## src/rtl/instr_encoder.sv

```systemverilog
// Packs symbolic RV32I requests into 32-bit instruction words for the program loader.
// A single output register with valid/ready handshake, plus a wrapping word-address counter.
module instr_encoder #(
  parameter logic [31:0] BASE_ADDR = 32'h0,
  parameter int          DEPTH     = 256
) (
  input  logic        clk,
  input  logic        rst,
  input  logic        clear,
  input  logic        req_valid,
  output logic        req_ready,
  input  logic [3:0]  req_class,
  input  logic [4:0]  req_sub,
  input  logic [4:0]  req_rd,
  input  logic [4:0]  req_rs1,
  input  logic [4:0]  req_rs2,
  input  logic [31:0] req_imm,
  output logic        out_valid,
  input  logic        out_ready,
  output logic [31:0] out_instr,
  output logic [31:0] out_addr,
  output logic        err,
  output logic [15:0] illegal_cnt,
  output logic [15:0] emit_cnt
);

  localparam logic [6:0]  OP_R      = 7'b0110011;
  localparam logic [6:0]  OP_I      = 7'b0010011;
  localparam logic [6:0]  OP_LOAD   = 7'b0000011;
  localparam logic [6:0]  OP_STORE  = 7'b0100011;
  localparam logic [6:0]  OP_BRANCH = 7'b1100011;
  localparam logic [6:0]  OP_JAL    = 7'b1101111;
  localparam logic [6:0]  OP_JALR   = 7'b1100111;
  localparam logic [6:0]  OP_AUIPC  = 7'b0010111;
  localparam logic [6:0]  OP_LUI    = 7'b0110111;
  localparam logic [31:0] LAST_ADDR = BASE_ADDR + 32'(4 * (DEPTH - 1));

  logic       alu_ok, alu_shift, br_ok, ld_ok, st_ok;
  logic [2:0] alu_f3, br_f3;
  logic [6:0] alu_f7;
  logic       fits_i, fits_b, fits_j, shamt_ok;
  logic       enc_ok;
  logic [31:0] enc_instr;
  logic       accept, xfer;

  // alu_control numbering: ADD SUB AND OR XOR SLL SRL SRA SLT SLTU (0..9)
  always_comb begin
    alu_ok    = 1'b1;
    alu_shift = 1'b0;
    alu_f3    = 3'b000;
    alu_f7    = 7'b0000000;
    case (req_sub)
      5'd0: alu_f3 = 3'b000;
      5'd1: alu_f7 = 7'b0100000;
      5'd2: alu_f3 = 3'b111;
      5'd3: alu_f3 = 3'b110;
      5'd4: alu_f3 = 3'b100;
      5'd5: begin alu_f3 = 3'b001; alu_shift = 1'b1; end
      5'd6: begin alu_f3 = 3'b101; alu_shift = 1'b1; end
      5'd7: begin alu_f3 = 3'b101; alu_f7 = 7'b0100000; alu_shift = 1'b1; end
      5'd8: alu_f3 = 3'b010;
      5'd9: alu_f3 = 3'b011;
      default: alu_ok = 1'b0;
    endcase
  end

  always_comb begin
    br_ok = 1'b1;
    br_f3 = 3'b000;
    case (req_sub)
      5'd10: br_f3 = 3'b000;
      5'd11: br_f3 = 3'b001;
      5'd12: br_f3 = 3'b100;
      5'd13: br_f3 = 3'b101;
      5'd14: br_f3 = 3'b110;
      5'd15: br_f3 = 3'b111;
      default: br_ok = 1'b0;
    endcase
  end

  // An immediate fits N signed bits when every bit above N-1 equals the sign bit.
  assign fits_i   = (&req_imm[31:11]) | ~(|req_imm[31:11]);
  assign fits_b   = ((&req_imm[31:12]) | ~(|req_imm[31:12])) & ~req_imm[0];
  assign fits_j   = ((&req_imm[31:20]) | ~(|req_imm[31:20])) & ~req_imm[0];
  assign shamt_ok = ~(|req_imm[31:5]);
  assign ld_ok    = (req_sub[2:0] != 3'd3) && (req_sub[2:0] <= 3'd5);
  assign st_ok    = (req_sub[2:0] <= 3'd2);

  always_comb begin
    enc_ok    = 1'b0;
    enc_instr = '0;
    case (req_class)
      4'd0: begin
        enc_ok    = alu_ok;
        enc_instr = {alu_f7, req_rs2, req_rs1, alu_f3, req_rd, OP_R};
      end
      4'd1: begin
        enc_ok    = alu_ok && (req_sub != 5'd1) && (alu_shift ? shamt_ok : fits_i);
        enc_instr = {(alu_shift ? {alu_f7, req_imm[4:0]} : req_imm[11:0]),
                     req_rs1, alu_f3, req_rd, OP_I};
      end
      4'd2: begin
        enc_ok    = ld_ok && fits_i;
        enc_instr = {req_imm[11:0], req_rs1, req_sub[2:0], req_rd, OP_LOAD};
      end
      4'd3: begin
        enc_ok    = st_ok && fits_i;
        enc_instr = {req_imm[11:5], req_rs2, req_rs1, req_sub[2:0], req_imm[4:0], OP_STORE};
      end
      4'd4: begin
        enc_ok    = br_ok && fits_b;
        enc_instr = {req_imm[12], req_imm[10:5], req_rs2, req_rs1, br_f3,
                     req_imm[4:1], req_imm[11], OP_BRANCH};
      end
      4'd5: begin
        enc_ok    = fits_j;
        enc_instr = {req_imm[20], req_imm[10:1], req_imm[11], req_imm[19:12], req_rd, OP_JAL};
      end
      4'd6: begin
        enc_ok    = fits_i;
        enc_instr = {req_imm[11:0], req_rs1, 3'b000, req_rd, OP_JALR};
      end
      4'd7: begin
        enc_ok    = 1'b1;
        enc_instr = {req_imm[19:0], req_rd, OP_AUIPC};
      end
      4'd8: begin
        enc_ok    = 1'b1;
        enc_instr = {req_imm[19:0], req_rd, OP_LUI};
      end
      default: enc_ok = 1'b0;
    endcase
  end

  assign req_ready = !out_valid || out_ready;
  assign accept    = req_valid && req_ready;
  assign xfer      = out_valid && out_ready;

  // out_addr always tracks the slot of the current (or next) word, so it only moves on a transfer.
  always_ff @(posedge clk or posedge rst) begin
    if (rst) begin
      out_valid   <= 1'b0;
      out_instr   <= '0;
      out_addr    <= BASE_ADDR;
      err         <= 1'b0;
      illegal_cnt <= '0;
      emit_cnt    <= '0;
    end else if (clear) begin
      out_valid   <= 1'b0;
      out_addr    <= BASE_ADDR;
      err         <= 1'b0;
      illegal_cnt <= '0;
      emit_cnt    <= '0;
    end else begin
      if (xfer) begin
        out_addr <= (out_addr == LAST_ADDR) ? BASE_ADDR : out_addr + 32'd4;
        if (emit_cnt != 16'hFFFF) emit_cnt <= emit_cnt + 16'd1;
      end
      if (accept && enc_ok) begin
        out_valid <= 1'b1;
        out_instr <= enc_instr;
      end else if (xfer) begin
        out_valid <= 1'b0;
      end
      if (accept && !enc_ok) begin
        err <= 1'b1;
        if (illegal_cnt != 16'hFFFF) illegal_cnt <= illegal_cnt + 16'd1;
      end
    end
  end

endmodule

```

## config.mk

```make
export PLATFORM = sky130hd
export DESIGN_NAME = instr_encoder
export DESIGN_NICKNAME = d
export VERILOG_FILES = /design/src/rtl/instr_encoder.sv
export SDC_FILE = /design/constraint.sdc
export NUM_CORES = 1
export LEC_CHECK = 0
export CAP_MARGIN = 20
export CORE_MARGIN = 4
export CORE_UTILIZATION = 35
export DETAILED_ROUTE_END_ITERATION = 16
export SYNTH_ARGS = -nofsm -noshare
export SYNTH_HDL_FRONTEND = slang
export SYNTH_SLANG_ARGS = --single-unit
```

## constraint.sdc

```tcl
create_clock -name clk -period 2.92 [get_ports clk]
set_input_delay 0.584 -clock clk [delete_from_list [all_inputs] [get_ports clk]]
set_output_delay 0.584 -clock clk [all_outputs]
set_load 0.03 [all_outputs]
```

==> metrics.txt, run 1 <==
# TYPE chip_impl_metric gauge
chip_impl_info{name="r2r-end",value="illegal_cnt[13]"} 1
chip_impl_metric{name="post_cts_resized",unit=""} 0
chip_impl_metric{name="drt_pre_antenna_iters",unit=""} 5
chip_impl_metric{name="initialDrtViolationCount",unit=""} 336
chip_impl_metric{name="io_pins",unit=""} 160
chip_impl_info{name="worst_setup_path_endpoint",value="illegal_cnt[13]"} 1
chip_impl_metric{name="tritoncts.num_buffers",unit=""} 9
chip_impl_metric{name="grt-ovfl-total",unit=""} 0
chip_impl_metric{name="numClockSinks",unit=""} 95
chip_impl_info{name="worst_setup_path_startpoint",value="req_class[3]"} 1
chip_impl_info{name="crit_top_cell",value="sky130_fd_sc_hd__and3_4"} 1
chip_impl_metric{name="synthesis.instances",unit=""} 638
chip_impl_metric{name="num-nets-final",unit=""} 890
chip_impl_metric{name="reg2reg_depth",unit=""} 8
chip_impl_info{name="final_common_cell",value="sky130_fd_sc_hd__clkdlybuf4s50_1"} 1
chip_impl_metric{name="fin_area",unit="um2"} 8200
chip_impl_metric{name="worstPathRequired",unit="ns"} 3.15
chip_impl_info{name="cp-start-kind",value="primary input"} 1
chip_impl_metric{name="post_route_cells_drive_above_1_share",unit="%"} 11.3
chip_impl_metric{name="layout-area-overhead-vs-synth",unit="%"} 42.6
chip_impl_metric{name="route.detailed.drc",unit=""} 0
chip_impl_info{name="final_cell_mix",value="sky130_fd_sc_hd__clkdlybuf4s50_1 (157), sky130_fd_sc_hd__dfrtp_1 (95), sky130_fd_sc_hd__nor2_1 (66), sky130_fd_sc_hd__nand2_1 (62), sky130_fd_sc_hd__buf_4 (51)"} 1
chip_impl_metric{name="path_depth",unit=""} 8
chip_impl_metric{name="synth_sequential_area_ratio",unit="%"} 41.3
chip_impl_metric{name="clock.fmax",unit="MHz"} 376
chip_impl_metric{name="clock_tree.htree_level_count",unit=""} 3
chip_impl_metric{name="period_needed",unit="ns"} 2.66
chip_impl_metric{name="edff_count_synth",unit=""} 0
chip_impl_metric{name="drv_cap",unit=""} 0
chip_impl_metric{name="crit_path_setup_slack_layout",unit="ns"} 0.263
chip_impl_metric{name="tightest_slew",unit="ns"} 0.901
chip_impl_metric{name="crit_buf_inv",unit=""} 1
chip_impl_metric{name="antenna_left",unit=""} 0
chip_impl_metric{name="vias_per_cell",unit=""} 5.36
chip_impl_metric{name="report.final.hold_viol_count",unit=""} 0
chip_impl_info{name="cts.root.buffer_cell",value="sky130_fd_sc_hd__clkbuf_16"} 1
chip_impl_metric{name="critical_path_fanouts_max",unit=""} 7
chip_impl_metric{name="post_dp_cell_area",unit="um2"} 7890
chip_impl_metric{name="leakage",unit="nW"} 3.36
chip_impl_metric{name="grt_pass1_vias",unit=""} 5582
chip_impl_metric{name="report.final.setup_viol",unit=""} 0
chip_impl_metric{name="final_max_slew_viol_count",unit=""} 0
chip_impl_metric{name="hold_buffers",unit=""} 0
chip_impl_metric{name="cts_max_path_buffers",unit=""} 2
chip_impl_info{name="worst_hold_check_path_type",value="flip-flop to flip-flop"} 1
chip_impl_metric{name="finish.cell_count_without_fillers",unit=""} 1045
chip_impl_metric{name="initial_core_util",unit="%"} 35.9
chip_impl_metric{name="detail_route.wl_per_cell",unit="um"} 17.1
chip_impl_info{name="worst-setup-path-type",value="primary input to flip-flop"} 1
chip_impl_metric{name="drt_wl_total",unit="mm"} 17.8
chip_impl_metric{name="place_worst_setup_slack",unit="ns"} -0.112
chip_impl_metric{name="yosys_register_bits",unit=""} 95
chip_impl_metric{name="grt_start_max_net_pins",unit=""} 96
chip_impl_metric{name="max-slew-margin-rel",unit="%"} 39.5
chip_impl_metric{name="tns",unit="ns"} 0
chip_impl_metric{name="dp_hpwl",unit="mm"} 13.5
chip_impl_metric{name="die_area",unit="um2"} 18500
chip_impl_metric{name="gpl.final_weighted_congestion",unit=""} 0.919
chip_impl_metric{name="grt_antenna_before_repair",unit=""} 0
chip_impl_info{name="crit_chain",value="clkdlybuf4s50_1 -> and4bb_1 -> and3_4 -> and3_4 -> o31ai_4 -> nand3_1 -> nor3_1 -> mux2_2"} 1
chip_impl_metric{name="asyncSetResetFlopFracSynth",unit="%"} 100
chip_impl_metric{name="cts_setup_buffers",unit=""} 0
chip_impl_metric{name="yosys_warnings",unit=""} 0
chip_impl_metric{name="slowest_delay",unit="ns"} 0.58
chip_impl_metric{name="final_min_period_over_clock_period",unit="%"} 91.0
chip_impl_metric{name="dr_total_vias",unit=""} 5598
chip_impl_metric{name="grt_pass1_wl",unit="mm"} 29.2
chip_impl_info{name="tritoncts_clock_tree",value="built"} 1
chip_impl_metric{name="fp-row-count",unit=""} 46
chip_impl_metric{name="die_w",unit="um"} 136
chip_impl_info{name="crit_slowest_cell",value="sky130_fd_sc_hd__clkdlybuf4s50_1"} 1
chip_impl_metric{name="track_usage",unit="%"} 19.7
chip_impl_metric{name="insertedDiodeCount",unit=""} 0
chip_impl_metric{name="placedCellCount",unit=""} 1031
chip_impl_metric{name="clock_skew",unit="ns"} 0.00624
chip_impl_info{name="outcome",value="completed"} 1
chip_impl_metric{name="core-area",unit="um2"} 16000
chip_impl_metric{name="regToRegSetupSlack",unit="ns"} 0.39
chip_impl_info{name="top_flip_flop_cell_by_instance_count_after_synthesis",value="sky130_fd_sc_hd__dfrtp_1"} 1
chip_impl_metric{name="synth.cell_area",unit="um2"} 5750
chip_impl_metric{name="floorplan.die.height",unit="um"} 136
chip_impl_metric{name="cp.arrival",unit="ns"} 2.89
chip_impl_metric{name="vdd_ir_drop_max",unit="mV"} 0.312
chip_impl_metric{name="avgSynthCellArea",unit="um2"} 9.01
chip_impl_info{name="crit_family",value="simple AND/OR/NAND/NOR gates"} 1
chip_impl_metric{name="worst_setup_hold_path_clk_slew",unit="ns"} 0.07
chip_impl_info{name="worstReg2RegStart",value="illegal_cnt[0]"} 1
chip_impl_info{name="worst_setup_path_end_kind",value="flip-flop"} 1
chip_impl_metric{name="io_buffer_count",unit=""} 157
chip_impl_metric{name="post_synth_num_cell_types",unit=""} 66
chip_impl_info{name="unrepaired_setup_endpoints_after_global_routing",value="false"} 1
chip_impl_metric{name="power_density",unit="nW/um2"} 443
chip_impl_metric{name="clkLatencyLatePin",unit="ns"} 0.35
[power by group]
| part | switching, W | internal, W |
|---|---|---|
| Sequential | 0.0000668 | 0.00141 |
| Clock | 0.000533 | 0.000746 |
| Combinational | 0.000475 | 0.000394 |
[area by class of cell]
class                   count  area [um2]
clock buffers               9         225
clock inverters             5        83.8
fillers                  1507        7800
inverters                  13        52.6
multi-input cells         495        3160
flip-flops and latches     95        2380
well taps                 216         270
repair buffers            212        2030
[metrics by stage]
step	hold WS (ns)	util (%)	total power, W
after global placement	0.475	49.3	0.00237
after global routing	0.508	51.2	0.00379
final	0.487	51.2	0.00363
after detailed placement	0.480	49.3	0.00238
after floorplan	0.651	-	0.00193
after CTS	0.496	51.2	0.00369
[logic make-up after synthesis]
| kind of cell | count (synthesis) | synth area share [%] |
|---|---|---|
| AO/OA/AOI/OAI | 137 | 15.5 |
| adder cells (fa/ha/maj) | 3 | 0.653 |
| AND/OR/NAND/NOR | 285 | 26.1 |
| other | 1 | 0.0652 |
| flip-flops | 95 | 41.3 |
| XOR/XNOR | 27 | 4.11 |
| multiplexers | 41 | 8.18 |
| buffers and inverters | 49 | 3.96 |
[metal layers]
layer  routed length, um  global-route usage, %  share of wire [%]  vias to the layer above
met5                   0                      0                  0                        -
met4                 335                   6.83                1.9                        0
met3                1380                   5.40                7.8                       26
met2                8170                   30.4                 46                      174
met1                7940                   26.5                 45                     2701
li1                    -                      -                  -                     2697
[how the worst min path moves through the flow]
stage,from,to,cells past startpoint,slack (ns)
after global placement,out_instr[6],out_instr[6],1,0.48
after detailed placement,out_instr[14],out_instr[14],1,0.48
after global routing,out_instr[14],out_instr[14],1,0.51
final,out_instr[14],out_instr[14],1,0.49
after floorplan,err,err,2,0.65
after CTS,out_instr[14],out_instr[14],1,0.50
[state kept, by name, indices dropped and copies added (netlist names)]
signal,count
illegal_cnt,16
out_valid,1
out_instr,31
out_addr,30
emit_cnt,16
err,1
[cell usage after synthesis (all sizes together) (5+ instances only)]
| cell | count | share of area [%] |
|---|---|---|
| a21oi | 39 | 3.5 |
| a22o | 13 | 2.0 |
| and2 | 5 | 0.54 |
| and3 | 9 | 1.2 |
| and4 | 6 | 0.96 |
| buf | 15 | 1.7 |
| clkbuf | 21 | 1.4 |
| dfrtp | 95 | 41 |
| inv | 13 | 0.85 |
| mux2 | 38 | 7.4 |
| nand2 | 63 | 4.2 |
| nand2b | 6 | 0.65 |
| nand3 | 31 | 2.7 |
| nand4 | 16 | 1.7 |
| nor2 | 66 | 4.3 |
| nor2b | 18 | 2.0 |
| nor3 | 13 | 1.1 |
| nor3b | 7 | 0.91 |
| nor4 | 15 | 2.2 |
| o21ai | 42 | 3.7 |
| o31ai | 9 | 1.4 |
| or3 | 16 | 1.8 |
| or4 | 6 | 0.78 |
| xnor2 | 11 | 1.7 |
| xor2 | 16 | 2.4 |
(Power assumes the default switching activity.)
==> inputs of run 2 (changes only) <==
--- a/config.mk
+++ b/config.mk
@@ -9,6 +9,7 @@
 export CORE_MARGIN = 4
 export CORE_UTILIZATION = 35
 export DETAILED_ROUTE_END_ITERATION = 16
+export GPL_TIMING_DRIVEN = 1
 export SYNTH_ARGS = -nofsm -noshare
 export SYNTH_HDL_FRONTEND = slang
 export SYNTH_SLANG_ARGS = --single-unit
==> results of run 2 <==
No change in the layout: final DEF, timing and power equal those of run 1.
==> inputs of run 3 (changes only) <==
--- a/config.mk
+++ b/config.mk
@@ -7,9 +7,10 @@
 export LEC_CHECK = 0
 export CAP_MARGIN = 20
 export CORE_MARGIN = 4
-export CORE_UTILIZATION = 35
+export CORE_UTILIZATION = 44
 export DETAILED_ROUTE_END_ITERATION = 16
 export GPL_TIMING_DRIVEN = 1
+export PLACE_DENSITY = 0.77
 export SYNTH_ARGS = -nofsm -noshare
 export SYNTH_HDL_FRONTEND = slang
 export SYNTH_SLANG_ARGS = --single-unit
==> metrics.txt, run 3 (synthesis gave the netlist of run 1 again) <==
# TYPE chip_impl_metric gauge
chip_impl_metric{name="critical_path_fanouts_max",unit=""} 12
chip_impl_metric{name="grt_pass1_wl",unit="mm"} 27.3
chip_impl_metric{name="period_needed",unit="ns"} 2.74
chip_impl_info{name="worst_hold_check_path_type",value="flip-flop to flip-flop"} 1
chip_impl_metric{name="max-slew-margin-rel",unit="%"} 42.2
chip_impl_info{name="hp-start",value="out_instr[4]"} 1
chip_impl_info{name="top_register",value="out_instr"} 1
chip_impl_metric{name="grt_antenna_before_repair",unit=""} 0
chip_impl_metric{name="final_min_period_over_clock_period",unit="%"} 93.9
chip_impl_metric{name="tns",unit="ns"} 0
chip_impl_metric{name="leakage",unit="nW"} 3.34
chip_impl_metric{name="fin_area",unit="um2"} 8090
chip_impl_metric{name="die_w",unit="um"} 122
chip_impl_metric{name="regToRegSetupSlack",unit="ns"} 0.35
chip_impl_metric{name="crit_path_setup_slack_layout",unit="ns"} 0.179
chip_impl_metric{name="grt_start_max_net_pins",unit=""} 86
chip_impl_info{name="cts.root.buffer_cell",value="sky130_fd_sc_hd__clkbuf_16"} 1
chip_impl_metric{name="power_density",unit="nW/um2"} 431
chip_impl_metric{name="cp.arrival",unit="ns"} 3.01
chip_impl_metric{name="post_route_cells_drive_above_1_share",unit="%"} 11.3
chip_impl_metric{name="worstHoldPathCells",unit=""} 1
chip_impl_info{name="crit_slowest_cell",value="sky130_fd_sc_hd__or4_1"} 1
chip_impl_metric{name="slowest_delay",unit="ns"} 0.54
chip_impl_metric{name="clock_skew",unit="ns"} 0.00797
chip_impl_metric{name="finish.cell_count_without_fillers",unit=""} 1001
chip_impl_metric{name="report.final.setup_viol",unit=""} 0
chip_impl_metric{name="tritoncts.num_buffers",unit=""} 9
chip_impl_metric{name="clock.fmax",unit="MHz"} 365
chip_impl_info{name="worst-setup-path-type",value="primary input to flip-flop"} 1
chip_impl_metric{name="worstPathRequired",unit="ns"} 3.19
chip_impl_metric{name="fp-row-count",unit=""} 41
chip_impl_metric{name="floorplan.die.height",unit="um"} 122
chip_impl_metric{name="track_usage",unit="%"} 22.7
chip_impl_metric{name="grt_pass1_vias",unit=""} 5563
chip_impl_metric{name="hold_slack",unit="ns"} 0.493
chip_impl_metric{name="dr_total_vias",unit=""} 5677
chip_impl_metric{name="vias_per_cell",unit=""} 5.67
chip_impl_metric{name="layout-area-overhead-vs-synth",unit="%"} 40.7
chip_impl_info{name="reg.largest.list",value="out_instr (31), out_addr (30)"} 1
chip_impl_info{name="hold_worst_path_end",value="out_instr[4]"} 1
chip_impl_info{name="worstReg2RegStart",value="illegal_cnt[0]"} 1
chip_impl_metric{name="worst_setup_hold_path_clk_slew",unit="ns"} 0.06
chip_impl_info{name="r2r-end",value="illegal_cnt[10]"} 1
chip_impl_metric{name="clock_tree.htree_level_count",unit=""} 3
chip_impl_metric{name="detail_route.wl_per_cell",unit="um"} 16.7
chip_impl_metric{name="die_area",unit="um2"} 15000
chip_impl_metric{name="clkLatencyLatePin",unit="ns"} 0.35
chip_impl_info{name="outcome",value="completed"} 1
chip_impl_info{name="unrepaired_setup_endpoints_after_global_routing",value="false"} 1
chip_impl_metric{name="drt_pre_antenna_iters",unit=""} 5
chip_impl_metric{name="grt-ovfl-total",unit=""} 0
chip_impl_info{name="worst_setup_path_end_kind",value="flip-flop"} 1
chip_impl_info{name="crit_top_cell",value="sky130_fd_sc_hd__and3_4"} 1
chip_impl_metric{name="post_cts_resized",unit=""} 0
chip_impl_info{name="tritoncts_clock_tree",value="built"} 1
chip_impl_metric{name="dp_hpwl",unit="mm"} 12.6
chip_impl_metric{name="placedCellCount",unit=""} 985
chip_impl_metric{name="num-nets-final",unit=""} 888
chip_impl_metric{name="drt_wl_total",unit="mm"} 16.8
chip_impl_metric{name="drv_cap",unit=""} 0
chip_impl_metric{name="vdd_ir_drop_max",unit="mV"} 0.377
chip_impl_metric{name="route.detailed.drc",unit=""} 0
chip_impl_metric{name="initialDrtViolationCount",unit=""} 551
chip_impl_metric{name="reg2reg_depth",unit=""} 8
chip_impl_metric{name="insertedDiodeCount",unit=""} 0
chip_impl_metric{name="io_pins",unit=""} 160
chip_impl_metric{name="numClockSinks",unit=""} 95
chip_impl_metric{name="final_max_slew_viol_count",unit=""} 0
chip_impl_metric{name="initial_core_util",unit="%"} 45.2
chip_impl_metric{name="antenna_left",unit=""} 0
chip_impl_metric{name="post_dp_cell_area",unit="um2"} 7810
chip_impl_info{name="cp-start-kind",value="primary input"} 1
chip_impl_metric{name="report.final.hold_viol_count",unit=""} 0
chip_impl_metric{name="max_ffs_per_register",unit=""} 31
chip_impl_metric{name="place_worst_setup_slack",unit="ns"} -0.183
chip_impl_info{name="final_cell_mix",value="sky130_fd_sc_hd__clkdlybuf4s50_1 (157), sky130_fd_sc_hd__dfrtp_1 (95), sky130_fd_sc_hd__nor2_1 (66), sky130_fd_sc_hd__nand2_1 (62), sky130_fd_sc_hd__buf_4 (50)"} 1
chip_impl_metric{name="tightest_slew",unit="ns"} 0.862
chip_impl_info{name="final_common_cell",value="sky130_fd_sc_hd__clkdlybuf4s50_1"} 1
chip_impl_metric{name="cts_max_path_buffers",unit=""} 2
chip_impl_metric{name="hold_buffers",unit=""} 0
chip_impl_info{name="crit_chain",value="clkdlybuf4s50_1 -> buf_4 -> or2_1 -> and3_4 -> and3_4 -> o31ai_4 -> nand2_2 -> or4_1 -> a21oi_1"} 1
chip_impl_metric{name="gpl.final_weighted_congestion",unit=""} 0.905
chip_impl_metric{name="cts_setup_buffers",unit=""} 0
chip_impl_metric{name="core-area",unit="um2"} 12700
chip_impl_metric{name="io_buffer_count",unit=""} 157
-- run 3: report_power, final --
| part | internal, W | total, W | leakage (nW) | switching [W] |
|---|---|---|---|---|
| Sequential | 0.00141 | 0.00148 | 1.30 | 0.0000629 |
| Clock | 0.000623 | 0.00115 | 0.142 | 0.000524 |
| Combinational | 0.000392 | 0.000867 | 1.90 | 0.000474 |
| Total | 0.00243 | 0.00349 | 3.34 | 0.00106 |
-- run 3: worst max-delay path by stage --
stage	start	endpoint	slack (ns)	cells after the start
3_3_place_gp	req_sub[1]	illegal_cnt[14]	-0.08	9
6_report	req_sub[1]	illegal_cnt[10]	0.18	9
4_1_cts	req_sub[1]	illegal_cnt[10]	0.19	9
2_1_floorplan	illegal_cnt[0]	illegal_cnt[3]	0.38	9
5_1_grt	req_sub[1]	illegal_cnt[10]	0.03	9
3_5_place_dp	req_sub[1]	illegal_cnt[0]	-0.18	10
-- run 3: area by class of cell --
cell class / count / area (um2)
Clock buffer: 11 / 253
Clock inverter: 5 / 31.3
Fill cell: 1086 / 4630
Inverter: 13 / 52.6
Multi-Input combinational cell: 495 / 3160
Sequential cell: 95 / 2380
Tap cell: 172 / 215
Timing Repair Buffer: 210 / 2010
-- run 3: layer usage --
layer  GRT usage [%]  part of all wire [%]  vias to the layer above
li1                -                     -                     2702
met1            29.4                    43                     2700
met2            36.9                    47                      243
met3            5.02                   7.2                       32
met4            9.38                   2.3                        0
met5               0                     0                        -
-- run 3: worst max-delay path: cells and delay by family --
family	cells	cell delay, ns
AO/OA/AOI/OAI	2	0.42
buffers and inverters	2	0.64
AND/OR/NAND/NOR	5	1.37
-- run 3: stage by stage --
step,power (W),util (%)
detailed placement,0.00237,61.4
global route,0.00363,63.6
global placement,0.00235,61.4
CTS,0.00352,63.6
floorplan,0.00193,-
finish,0.00349,63.6
